[config.mk]
export PLATFORM = sky130hd
export DESIGN_NAME = uart_fifo_tx_flat
export DESIGN_NICKNAME = d
export VERILOG_FILES = /design/src/rtl/uart_fifo_tx_if.sv /design/src/rtl/uart_fifo_tx.sv /design/src/flat_wrapper.sv
export SDC_FILE = /design/constraint.sdc
export NUM_CORES = 1
export LEC_CHECK = 0
export CAP_MARGIN = 20
export CORE_UTILIZATION = 52
export DETAILED_ROUTE_END_ITERATION = 12
export PLACE_DENSITY = 0.68
export SLEW_MARGIN = 20
export SYNTH_ARGS = -nofsm -noshare
export SYNTH_HDL_FRONTEND = slang
export SYNTH_SLANG_ARGS = --single-unit
[constraint.sdc]
create_clock -name clk -period 4.5 [get_ports clk]
set_clock_uncertainty 0.1 [all_clocks]
set_input_delay 0.45 -clock clk [delete_from_list [all_inputs] [get_ports clk]]
set_output_delay 0.45 -clock clk [all_outputs]
set_load 0.02 [all_outputs]
[src/rtl/uart_fifo_tx_if.sv]
// CPU/UART-TX handshake bundle for the transmit FIFO.
// The bench drives through the master side; uart_fifo_tx sits on the slave side.
interface uart_fifo_tx_if #(
    parameter int DATA_W = 8
);
    logic [DATA_W-1:0] w_data;
    logic              wr;
    logic              tx_done;
    logic [DATA_W-1:0] d_in;
    logic              tx_full;
    logic              tx_start;

    modport master (
        output w_data, wr, tx_done,
        input  d_in, tx_full, tx_start
    );

    modport slave (
        input  w_data, wr, tx_done,
        output d_in, tx_full, tx_start
    );
endinterface

[src/rtl/uart_fifo_tx.sv]
// Transmit-side FIFO between the CPU and the UART transmitter.
// One FSM serialises CPU pushes and TX pops, so both never happen together.
//
//   state          | meaning
//   ---------------+-------------------------------------------------
//   IDLE           | wait for a CPU write (has priority) or TX ready
//   ENVIO_A_TX     | d_in loaded, tx_start strobe, entry released
//   ESPERO_A_TX    | wait for tx_done to drop
//   RECIBO_DE_CPU  | store w_data unless the FIFO is full
//   ESPERO_A_CPU   | wait for wr to drop
module uart_fifo_tx #(
    parameter int DATA_W = 8,
    parameter int ADDR_W = 4
) (
    input  logic           clk,
    input  logic           rst_n,
    uart_fifo_tx_if.slave  bus
);
    localparam logic [3:0] IDLE          = 4'd0;
    localparam logic [3:0] ENVIO_A_TX    = 4'd1;
    localparam logic [3:0] ESPERO_A_TX   = 4'd2;
    localparam logic [3:0] RECIBO_DE_CPU = 4'd3;
    localparam logic [3:0] ESPERO_A_CPU  = 4'd4;

    localparam int         DEPTH    = 1 << ADDR_W;
    localparam logic [ADDR_W:0] FULL_CNT = {1'b1, {ADDR_W{1'b0}}};

    logic [3:0]        current_state;
    logic [ADDR_W-1:0] rd_ptr;
    logic [ADDR_W-1:0] wr_ptr;
    logic [ADDR_W:0]   count;
    logic [DATA_W-1:0] d_in_q;
    logic [DATA_W-1:0] stack [DEPTH];
    logic              stack_empty;
    logic              push;

    assign stack_empty  = (count == '0);
    assign bus.tx_full  = (count == FULL_CNT);
    assign bus.tx_start = (current_state == ENVIO_A_TX);
    assign bus.d_in     = d_in_q;
    // A write attempt while full is dropped without any indication.
    assign push         = (current_state == RECIBO_DE_CPU) && !bus.tx_full;

    // Storage carries no reset; validity is tracked by count alone.
    always_ff @(posedge clk) begin
        if (push) begin
            stack[wr_ptr] <= bus.w_data;
        end
    end

    always_ff @(posedge clk or negedge rst_n) begin
        if (!rst_n) begin
            current_state <= IDLE;
            rd_ptr        <= '0;
            wr_ptr        <= '0;
            count         <= '0;
            d_in_q        <= '0;
        end else begin
            case (current_state)
                IDLE: begin
                    if (bus.wr) begin
                        current_state <= RECIBO_DE_CPU;
                    end else if (bus.tx_done && !stack_empty) begin
                        current_state <= ENVIO_A_TX;
                        d_in_q        <= stack[rd_ptr];
                        rd_ptr        <= rd_ptr + 1'b1;
                    end
                end
                RECIBO_DE_CPU: begin
                    if (push) begin
                        wr_ptr <= wr_ptr + 1'b1;
                        count  <= count + 1'b1;
                    end
                    current_state <= ESPERO_A_CPU;
                end
                ESPERO_A_CPU: begin
                    if (!bus.wr) begin
                        current_state <= IDLE;
                    end
                end
                ENVIO_A_TX: begin
                    count         <= count - 1'b1;
                    current_state <= ESPERO_A_TX;
                end
                ESPERO_A_TX: begin
                    if (!bus.tx_done) begin
                        current_state <= IDLE;
                    end
                end
                default: current_state <= IDLE;
            endcase
        end
    end
endmodule

[src/flat_wrapper.sv]
// flat-port wrapper written by rule: the top's interface ports become plain ports
module uart_fifo_tx_flat 
#(
    parameter int DATA_W = 8,
    parameter int ADDR_W = 4
)
  (clk, rst_n, bus_w_data, bus_wr, bus_tx_done, bus_d_in, bus_tx_full, bus_tx_start);
  uart_fifo_tx_if #(.DATA_W(DATA_W)) bus_i ();
  input  logic clk;
  input  logic rst_n;
  input wire logic [$bits(bus_i.w_data)-1:0] bus_w_data;
  input wire logic [$bits(bus_i.wr)-1:0] bus_wr;
  input wire logic [$bits(bus_i.tx_done)-1:0] bus_tx_done;
  output wire logic [$bits(bus_i.d_in)-1:0] bus_d_in;
  output wire logic [$bits(bus_i.tx_full)-1:0] bus_tx_full;
  output wire logic [$bits(bus_i.tx_start)-1:0] bus_tx_start;
  assign bus_i.w_data = bus_w_data;
  assign bus_i.wr = bus_wr;
  assign bus_i.tx_done = bus_tx_done;
  assign bus_d_in = bus_i.d_in;
  assign bus_tx_full = bus_i.tx_full;
  assign bus_tx_start = bus_i.tx_start;
  uart_fifo_tx #(.DATA_W(DATA_W), .ADDR_W(ADDR_W)) u_core (.clk(clk), .rst_n(rst_n), .bus(bus_i));
endmodule
==> results of run 1 <==
[Yosys cell counts, drive strengths merged, types with 4 or more instances]
cell,n
mux4,32
edfxtp,128
clkbuf,5
buf,11
nand2b,4
a21oi,13
nand2,12
mux2,10
mux2i,9
dfrtp,24
nor3,4
inv,4
xnor2,8
nor2,17
ha,8
o22ai,8
[stage by stage]
stage	setup WS [ns]	std cells	hold WS, ns	utilization	cell area, um2
after floorplan	2.19	315	0.0544	-	6130
after global placement	1.65	467	0.381	0.563	6450
after detailed placement	1.53	467	0.370	0.562	6450
after CTS	1.52	500	0.406	0.616	7070
after global routing	1.45	501	0.429	0.620	7100
final	1.64	501	0.402	0.620	7100
[final cells by class]
class,instances,area (um2)
timing repair buffer,27,265
clock inverter,15,184
clock buffer,17,425
sequential,152,4450
fill,787,4360
multi-input combinational,143,1590
tap,143,179
inverter,4,15.0
[logic make-up after synthesis]
kind of cell	share of synthesized area
adder cells (fa/ha/maj)	0.0196
AND/OR/NAND/NOR	0.0392
multiplexers	0.154
flip-flops	0.725
XOR/XNOR	0.0155
buffers and inverters	0.0176
AO/OA/AOI/OAI	0.0290
[what timing repair did]
item / CTS / global route
hold endpoints to repair: 24 / 0
setup buffers: 0 / 0
hold buffers: 1 / 0
[flip-flops by register name, indices dropped and copies added, names as in the netlist]
register              count
u_core.bus.d_in           8
u_core.wr_ptr             4
u_core.rd_ptr             4
u_core.stack            128
u_core.count              5
u_core.current_state      3
[layout by cell type, fill, tap and decap left out, types with 2 or more instances in the layout]
cell type,synthesis,final
nand2_1,12,12
xnor2_1,7,7
mux2_1,2,2
nor2_1,17,17
nor3_2,0,3
a21oi_1,13,13
inv_1,4,4
xor2_1,2,2
bufinv_16,0,4
clkbuf_16,0,17
clkinvlp_4,0,4
mux2_4,5,5
nand2b_1,4,4
edfxtp_1,128,128
clkinv_2,0,6
buf_4,4,4
dfrtp_1,24,23
clkdlybuf4s50_1,0,20
a21o_1,2,2
mux4_2,32,32
o22ai_1,8,8
mux2_2,3,3
mux2i_1,9,9
ha_1,8,8
[routing by layer]
metal,part of all wire,wire [um]
met1,0.42,4700
met2,0.51,5740
met3,0.065,735
met4,0.0037,42
met5,0,0
[power by group]
part           total (W)  internal, W  switching (W)
sequential       0.00190      0.00167       0.000230
combinational    0.00125     0.000662       0.000587
clock            0.00145     0.000917       0.000537
total            0.00461      0.00325        0.00135
[worst paths after layout]
path                                                     startpoint                             end  slack (ns)
min in group asynchronous                                     rst_n    u_core.wr_ptr[2]$_DFFE_PN0P_        0.46
worst min register to register       u_core.bus.d_in[4]$_DFFE_PN0P_  u_core.bus.d_in[4]$_DFFE_PN0P_        0.40
worst max register to register  u_core.current_state[2]$_DFFE_PN0P_    u_core.stack[2][0]$_DFFE_PP_        1.64
max in group asynchronous                                     rst_n    u_core.rd_ptr[0]$_DFFE_PN0P_        3.44
worst max-delay path            u_core.current_state[2]$_DFFE_PN0P_    u_core.stack[2][0]$_DFFE_PP_        1.64
worst min-delay path                 u_core.bus.d_in[4]$_DFFE_PN0P_  u_core.bus.d_in[4]$_DFFE_PN0P_        0.40
==> results.toml, run 1 <==
[cts]
cts_buffers = 17
htree_levels = 4
clock_path_buffers = 2
clock_latency_ns = 0.42
clock-sinks = 152
cts-root-buf = "clkbuf_16"
path_clk_slew_ns = 0.06
cts_resized = 0
cts_tree = "done"

[final_layout]
final_nets = 366
synthToLayoutAreaGrowth_pct = 15.9
layout-drive-gt1-share = 0.243
n_antenna_cell = 0

[place]
hpwl_mm = 7.08
gp_congestion = 0.809
io_buffers = 21

[grt]
grt_pass1_vias = 3022
grt_max_degree = 30
grt-ovfl-total = 0
grt_busiest_layer = "met2"
grt_pass1_wl_mm = 17.7
antenna_found_initial = 0
grt_util_all_layers = 0.205
grt_util_met1 = 0.268
use_met3 = 0.0494
met2_usage = 0.330

[synth]
synth.yosys.seq_area_share = 0.725
synth_cell_types = 38
synth-main-ff-cell = "edfxtp_1"
synth_top_cells_by_area = "edfxtp_1 (63%), mux4_2 (12%), dfrtp_1 (9.8%)"
synthCells = 315
synth-seq-cells = 152
yosysTopAreaCell = "edfxtp_1"
yosysWarningCount = 0
synth_edf_count = 128
async_flop_share = 0.158
syn_area_um2 = 6130
syn_nets = 336
synth_area_per_cell_um2 = 19.5
yosysTopAreaCellShare = 0.627

[setup_path]
required_ns = 4.43
critPathArrivalTime_ns = 2.79
crit_buf_inv = 0
worst-path-stages = 4
r2r_cells = 4
crit_path_max_incr_delay_ns = 0.88
cp-start-kind = "flop"
crit_chain = "nand3b_1, a21oi_1, nand2_1, nor3_1"
cpMaxStageDelayCell = "nor3_1"
critPathKind = "reg -> reg"
crit_family = "simple AND/OR/NAND/NOR gates"
endpoint_kind = "flop"
crit_fanout = 9

[floorplan]
start_util = 0.534
num_rows = 39
dieArea_um2 = 12200
num_io_pins = 22
die_w_um = 111
die_y_um = 111
core_um2 = 11500

[timing]
finalCriticalPeriod_ns = 2.86
fmaxAchievable_mhz = 350
maxSlewHeadroom = 0.267
setup_viol = 0
rsz0062_at_grt = "false"
finalHoldViolCount = 0
min_period_over_period = 0.635
tns_ns = 0
worst_slew_pin_slew_ns = 1.09
final_max_slew_viol_count = 0

[drt]
drt_iter0_markers = 221
routed_wl_mm = 11.2
wl_per_cell_um = 22.4
ant_nets = 0
drc = 0
firstDrtPassIters = 5
vias = 2920
vias_per_cell = 5.83

[job]
cap_violations = 0

[power_and_ir_drop]
design_power_total_w = 0.00461
peakVddDrop_mv = 0.464
power.leakage_nw = 2.40
pwr_density_cell_nw_per_um2 = 649

[status]
outcome = "completed"

[hold_path]
whs_path_depth = 1
hp-class = "reg -> reg"
Note: power is estimated with default switching activity, not from simulation.
==> inputs of run 2 (changes only) <==
- clock period: 4.5 -> 2.7 ns (I/O delays scaled with it)
==> results.toml, run 2 (synthesis results as in run 1) <==
[power_and_ir_drop]
peakVddDrop_mv = 0.972
power.leakage_nw = 2.48
pwr_density_cell_nw_per_um2 = 1050

[timing]
setup_viol = 0
min_period_over_period = 0.923
rsz0062_at_grt = "false"
fmaxAchievable_mhz = 401
maxSlewHeadroom = 0.519
tns_ns = 0
final_max_slew_viol_count = 0
finalHoldViolCount = 0
worst_slew_pin_slew_ns = 0.722
hold-worst-slack_ns = 0.116
finalCriticalPeriod_ns = 2.49

[cts]
cts-root-buf = "clkbuf_16"
cts_tree = "done"
cts_buffers = 17
path_clk_slew_ns = 0.06
clock_latency_ns = 0.42
clock-sinks = 152
clock_path_buffers = 2
cts_hold_buf = 0
htree_levels = 4

[setup_path]
required_ns = 2.33
crit_path_max_incr_delay_ns = 0.60
cpMaxStageDelayCell = "clkdlybuf4s50_1"
crit_family = "simple AND/OR/NAND/NOR gates"
crit_chain = "nor4_4, and2_1, clkdlybuf4s50_1"
crit_buf_inv = 1
crit_fanout = 5
critPathKind = "reg -> out"
cp-start-kind = "flop"
critPathArrivalTime_ns = 2.12
endpoint_kind = "output pin"

[drt]
wl_per_cell_um = 21.5
vias = 2978
routed_wl_mm = 11.2
vias_per_cell = 5.75
ant_nets = 0
drt_iter0_markers = 202
drc = 0
firstDrtPassIters = 4

[final_layout]
synthToLayoutAreaGrowth_pct = 17.7
final_nets = 383
layout-drive-gt1-share = 0.264
n_antenna_cell = 0
layout.cells.most_common = "edfxtp_1"
fillCellCount = 789
regMostFlops = "u_core.stack"
largest_reg_flops = 128
final_cell_mix = "edfxtp_1 (128), mux4_2 (32), dfrtp_1 (23), clkdlybuf4s50_1 (21), buf_4 (21)"

[floorplan]
core_um2 = 11500
num_io_pins = 22
die_y_um = 111
num_rows = 39
start_util = 0.534
dieArea_um2 = 12200
die_w_um = 111

[hold_path]
hp-class = "in -> async"

[grt]
antenna_found_initial = 0
grt_pass1_wl_mm = 18.3
grt-ovfl-total = 0
grt_util_all_layers = 0.207
grt_pass1_vias = 3203
grt_max_degree = 34

[place]
io_buffers = 21
hpwl_mm = 7.39
gp_congestion = 0.717

[status]
outcome = "completed"

[job]
cap_violations = 0
run 2: cell count changes in the layout (fill, tap and decap cells not counted), sizes merged:
cell | before | now
bufinv | 4 | 3
dlygate4sd3 | 1 | 0
buf | 6 | 23
clkinvlp | 4 | 2
clkdlybuf4s50 | 20 | 21
clkbuf | 17 | 18
clkinv | 7 | 9
run 2: layout make-up:
class                           instances  area (um2)  area share
Sequential cell                       152        4450       0.616
Tap cell                              143         179      0.0248
Multi-Input combinational cell        143        1580       0.219
Timing Repair Buffer                   44         408      0.0566
Clock buffer                           18         429      0.0595
Inverter                                4        15.0     0.00208
Clock inverter                         14         158      0.0219
run 2: final timing paths:
| kind | depth (start not counted) | slack (ns) | from | endpoint |
|---|---|---|---|---|
| hold / removal | 2 | 0.12 | rst_n | u_core.bus.d_in[4]$_DFFE_PN0P_ |
| min in group clk | 1 | 0.39 | u_core.bus.d_in[4]$_DFFE_PN0P_ | u_core.bus.d_in[4]$_DFFE_PN0P_ |
| max in group asynchronous | 2 | 2.12 | rst_n | u_core.rd_ptr[0]$_DFFE_PN0P_ |
| hold reg to reg | 1 | 0.39 | u_core.bus.d_in[4]$_DFFE_PN0P_ | u_core.bus.d_in[4]$_DFFE_PN0P_ |
| setup / recovery | 3 | 0.21 | u_core.count[0]$_DFFE_PN0P_ | bus_tx_full |
| setup reg to reg | 5 | 0.41 | u_core.current_state[1]$_DFFE_PN0P_ | u_core.stack[3][6]$_DFFE_PP_ |
run 2: timing repair:
action,CTS,global route
setup buffers,0,0
endpoints found under the setup margin,0,1
gates resized for setup,0,1
run 2: report_power, final:
part / total [W] / switching, W / internal, W
Clock: 0.00233 / 0.000892 / 0.00144
Combinational: 0.00224 / 0.00111 / 0.00113
Sequential: 0.00302 / 0.000224 / 0.00279
run 2: routing by layer:
metal,vias to the layer above,wire (um),global-route usage
met2,63,5600,0.320
met5,-,0,0
li1,1345,-,-
met1,1553,4990,0.283
met3,17,343,0.0499
met4,0,217,0.0889
run 2: per-stage QoR:
step	instances	power, W	utilization	setup slack (ns)	area (um2)
floorplan	315	0.00467	-	0.390	6130
global placement	486	0.00527	0.578	0.440	6620
detailed placement	486	0.00532	0.578	0.387	6620
CTS	518	0.00767	0.629	0.0864	7210
global route	518	0.00796	0.629	0.0594	7210
finish	518	0.00759	0.629	0.209	7210
==> inputs of run 3 (changes only) <==
- ABC_AREA: default -> 1
- PLACE_DENSITY: 0.68 -> 0.67
==> results.toml, run 3 <==
[status]
outcome = "completed"

[setup_path]
required_ns = 2.33
ff2ff_setup_slack_ns = 0.59
endpoint_kind = "output pin"
crit_buf_inv = 2
cp-start-kind = "flop"
crit_chain = "nor3_1, buf_4, clkdlybuf4s50_1"
crit_fanout = 6
cpMaxStageDelayCell = "clkdlybuf4s50_1"
critPathArrivalTime_ns = 1.87
critPathKind = "reg -> out"
crit_path_max_incr_delay_ns = 0.60
crit_family = "buffers and inverters"

[grt]
grt_pass1_wl_mm = 22.9
grt-ovfl-total = 0
antenna_found_initial = 0
grt_max_degree = 67
grt_pass1_vias = 4365
grt_util_all_layers = 0.240

[synth]
synth_edf_count = 128
yosysWarningCount = 0
yosysMostFrequentCell = "nand2_1"
synth.yosys.seq_area_share = 0.655
synth-seq-cells = 152
syn_area_um2 = 6790
synthCells = 671
yosysTopAreaCellShare = 0.566
synth_area_per_cell_um2 = 10.1
synth-main-ff-cell = "edfxtp_1"
synth_common_cells = "nand2_1 (215), edfxtp_1 (128), inv_1 (113)"
async_flop_share = 0.158
synth_cell_types = 23
synth_top_cells_by_area = "edfxtp_1 (57%), nand2_1 (12%), dfrtp_1 (8.8%)"
syn_nets = 692
yosysTopAreaCell = "edfxtp_1"

[drt]
vias = 4598
wl_per_cell_um = 16.4
routed_wl_mm = 14.5
drc = 0
firstDrtPassIters = 5
drt_iter0_markers = 409
vias_per_cell = 5.20
ant_nets = 0

[floorplan]
num_rows = 41
core_um2 = 12700
dieArea_um2 = 13500
num_io_pins = 22
die_w_um = 116
start_util = 0.536
die_y_um = 116

[timing]
hold-worst-slack_ns = 0.106
worst_slew_pin_slew_ns = 0.826
rsz0062_at_grt = "false"
final_max_slew_viol_count = 0
finalHoldViolCount = 0
min_period_over_period = 0.831
finalCriticalPeriod_ns = 2.24
tns_ns = 0
maxSlewHeadroom = 0.448
setup_viol = 0
fmaxAchievable_mhz = 446

[final_layout]
utilization = 0.608
n_antenna_cell = 0
final_nets = 720
regMostFlops = "u_core.stack"
largest_reg_flops = 128
layout.cells.most_common = "nand2_1"
final_cell_mix = "nand2_1 (215), edfxtp_1 (128), inv_1 (113), nand3_1 (105), dfrtp_1 (23)"
synthToLayoutAreaGrowth_pct = 13.6
layout-drive-gt1-share = 0.0716

[cts]
clock_latency_ns = 0.43
cts_resized = 0
cts_buffers = 17
htree_levels = 4
path_clk_slew_ns = 0.06
cts_setup_buffers = 0
cts_hold_buf = 0
clock-sinks = 152
cts-root-buf = "clkbuf_16"
cts_tree = "done"
clock_path_buffers = 2

[power_and_ir_drop]
peakVddDrop_mv = 0.541
power.leakage_nw = 3.39
pwr_density_cell_nw_per_um2 = 1010
design_power_total_w = 0.00777

[job]
cap_violations = 0

[place]
hpwl_mm = 9.35
io_buffers = 21
gp_congestion = 0.902

[hold_path]
hp-class = "in -> async"
-- run 3: cell families after synthesis --
| logic type | after synthesis | synth area share |
|---|---|---|
| xor+xnor | 10 | 0.0129 |
| flops | 152 | 0.655 |
| simple gates | 348 | 0.216 |
| fa+ha+maj | 9 | 0.0177 |
| buf+inv | 143 | 0.0924 |
| compound gates | 9 | 0.00664 |
-- run 3: metrics by stage --
| stage | setup slack (ns) | instances | area (um2) |
|---|---|---|---|
| final | 0.456 | 884 | 7710 |
| after global routing | 0.392 | 884 | 7710 |
| after CTS | 0.449 | 884 | 7710 |
| after global placement | 0.647 | 852 | 7150 |
| after detailed placement | 0.598 | 852 | 7150 |
| after floorplan | 0.326 | 671 | 6790 |
-- run 3: path summary, 6_finish.rpt --
| path | start | cells past startpoint | end |
|---|---|---|---|
| max in group asynchronous | rst_n | 2 | u_core.rd_ptr[0]$_DFFE_PN0P_ |
| min | rst_n | 2 | u_core.wr_ptr[1]$_DFFE_PN0P_ |
| max reg2reg | u_core.current_state[1]$_DFFE_PN0P_ | 6 | u_core.stack[13][6]$_DFFE_PP_ |
| min in group clk | u_core.bus.d_in[2]$_DFFE_PN0P_ | 2 | u_core.bus.d_in[2]$_DFFE_PN0P_ |
| min reg2reg | u_core.bus.d_in[2]$_DFFE_PN0P_ | 2 | u_core.bus.d_in[2]$_DFFE_PN0P_ |
| max | u_core.current_state[1]$_DFFE_PN0P_ | 3 | bus_tx_start |
-- run 3: layout make-up --
type,instances,area (um2)
clock buffers,24,493
clock inverters,8,70.1
fillers,1062,4960
inverters,116,435
multi-input cells,376,1720
flip-flops and latches,152,4450
well taps,172,215
repair buffers,36,335
-- run 3: power breakdown --
part	internal (W)	total [W]	switching (W)
Combinational	0.000863	0.00259	0.00173
Sequential	0.00278	0.00294	0.000161
Clock	0.00136	0.00223	0.000871
-- run 3: routing by layer --
metal  vias up  part of all wire  track usage
met1      2184              0.44        0.326
met3        26             0.076       0.0488
met5         -                 0            0
li1       2204                 -            -
met2       184              0.47        0.378
met4         0             0.021        0.103
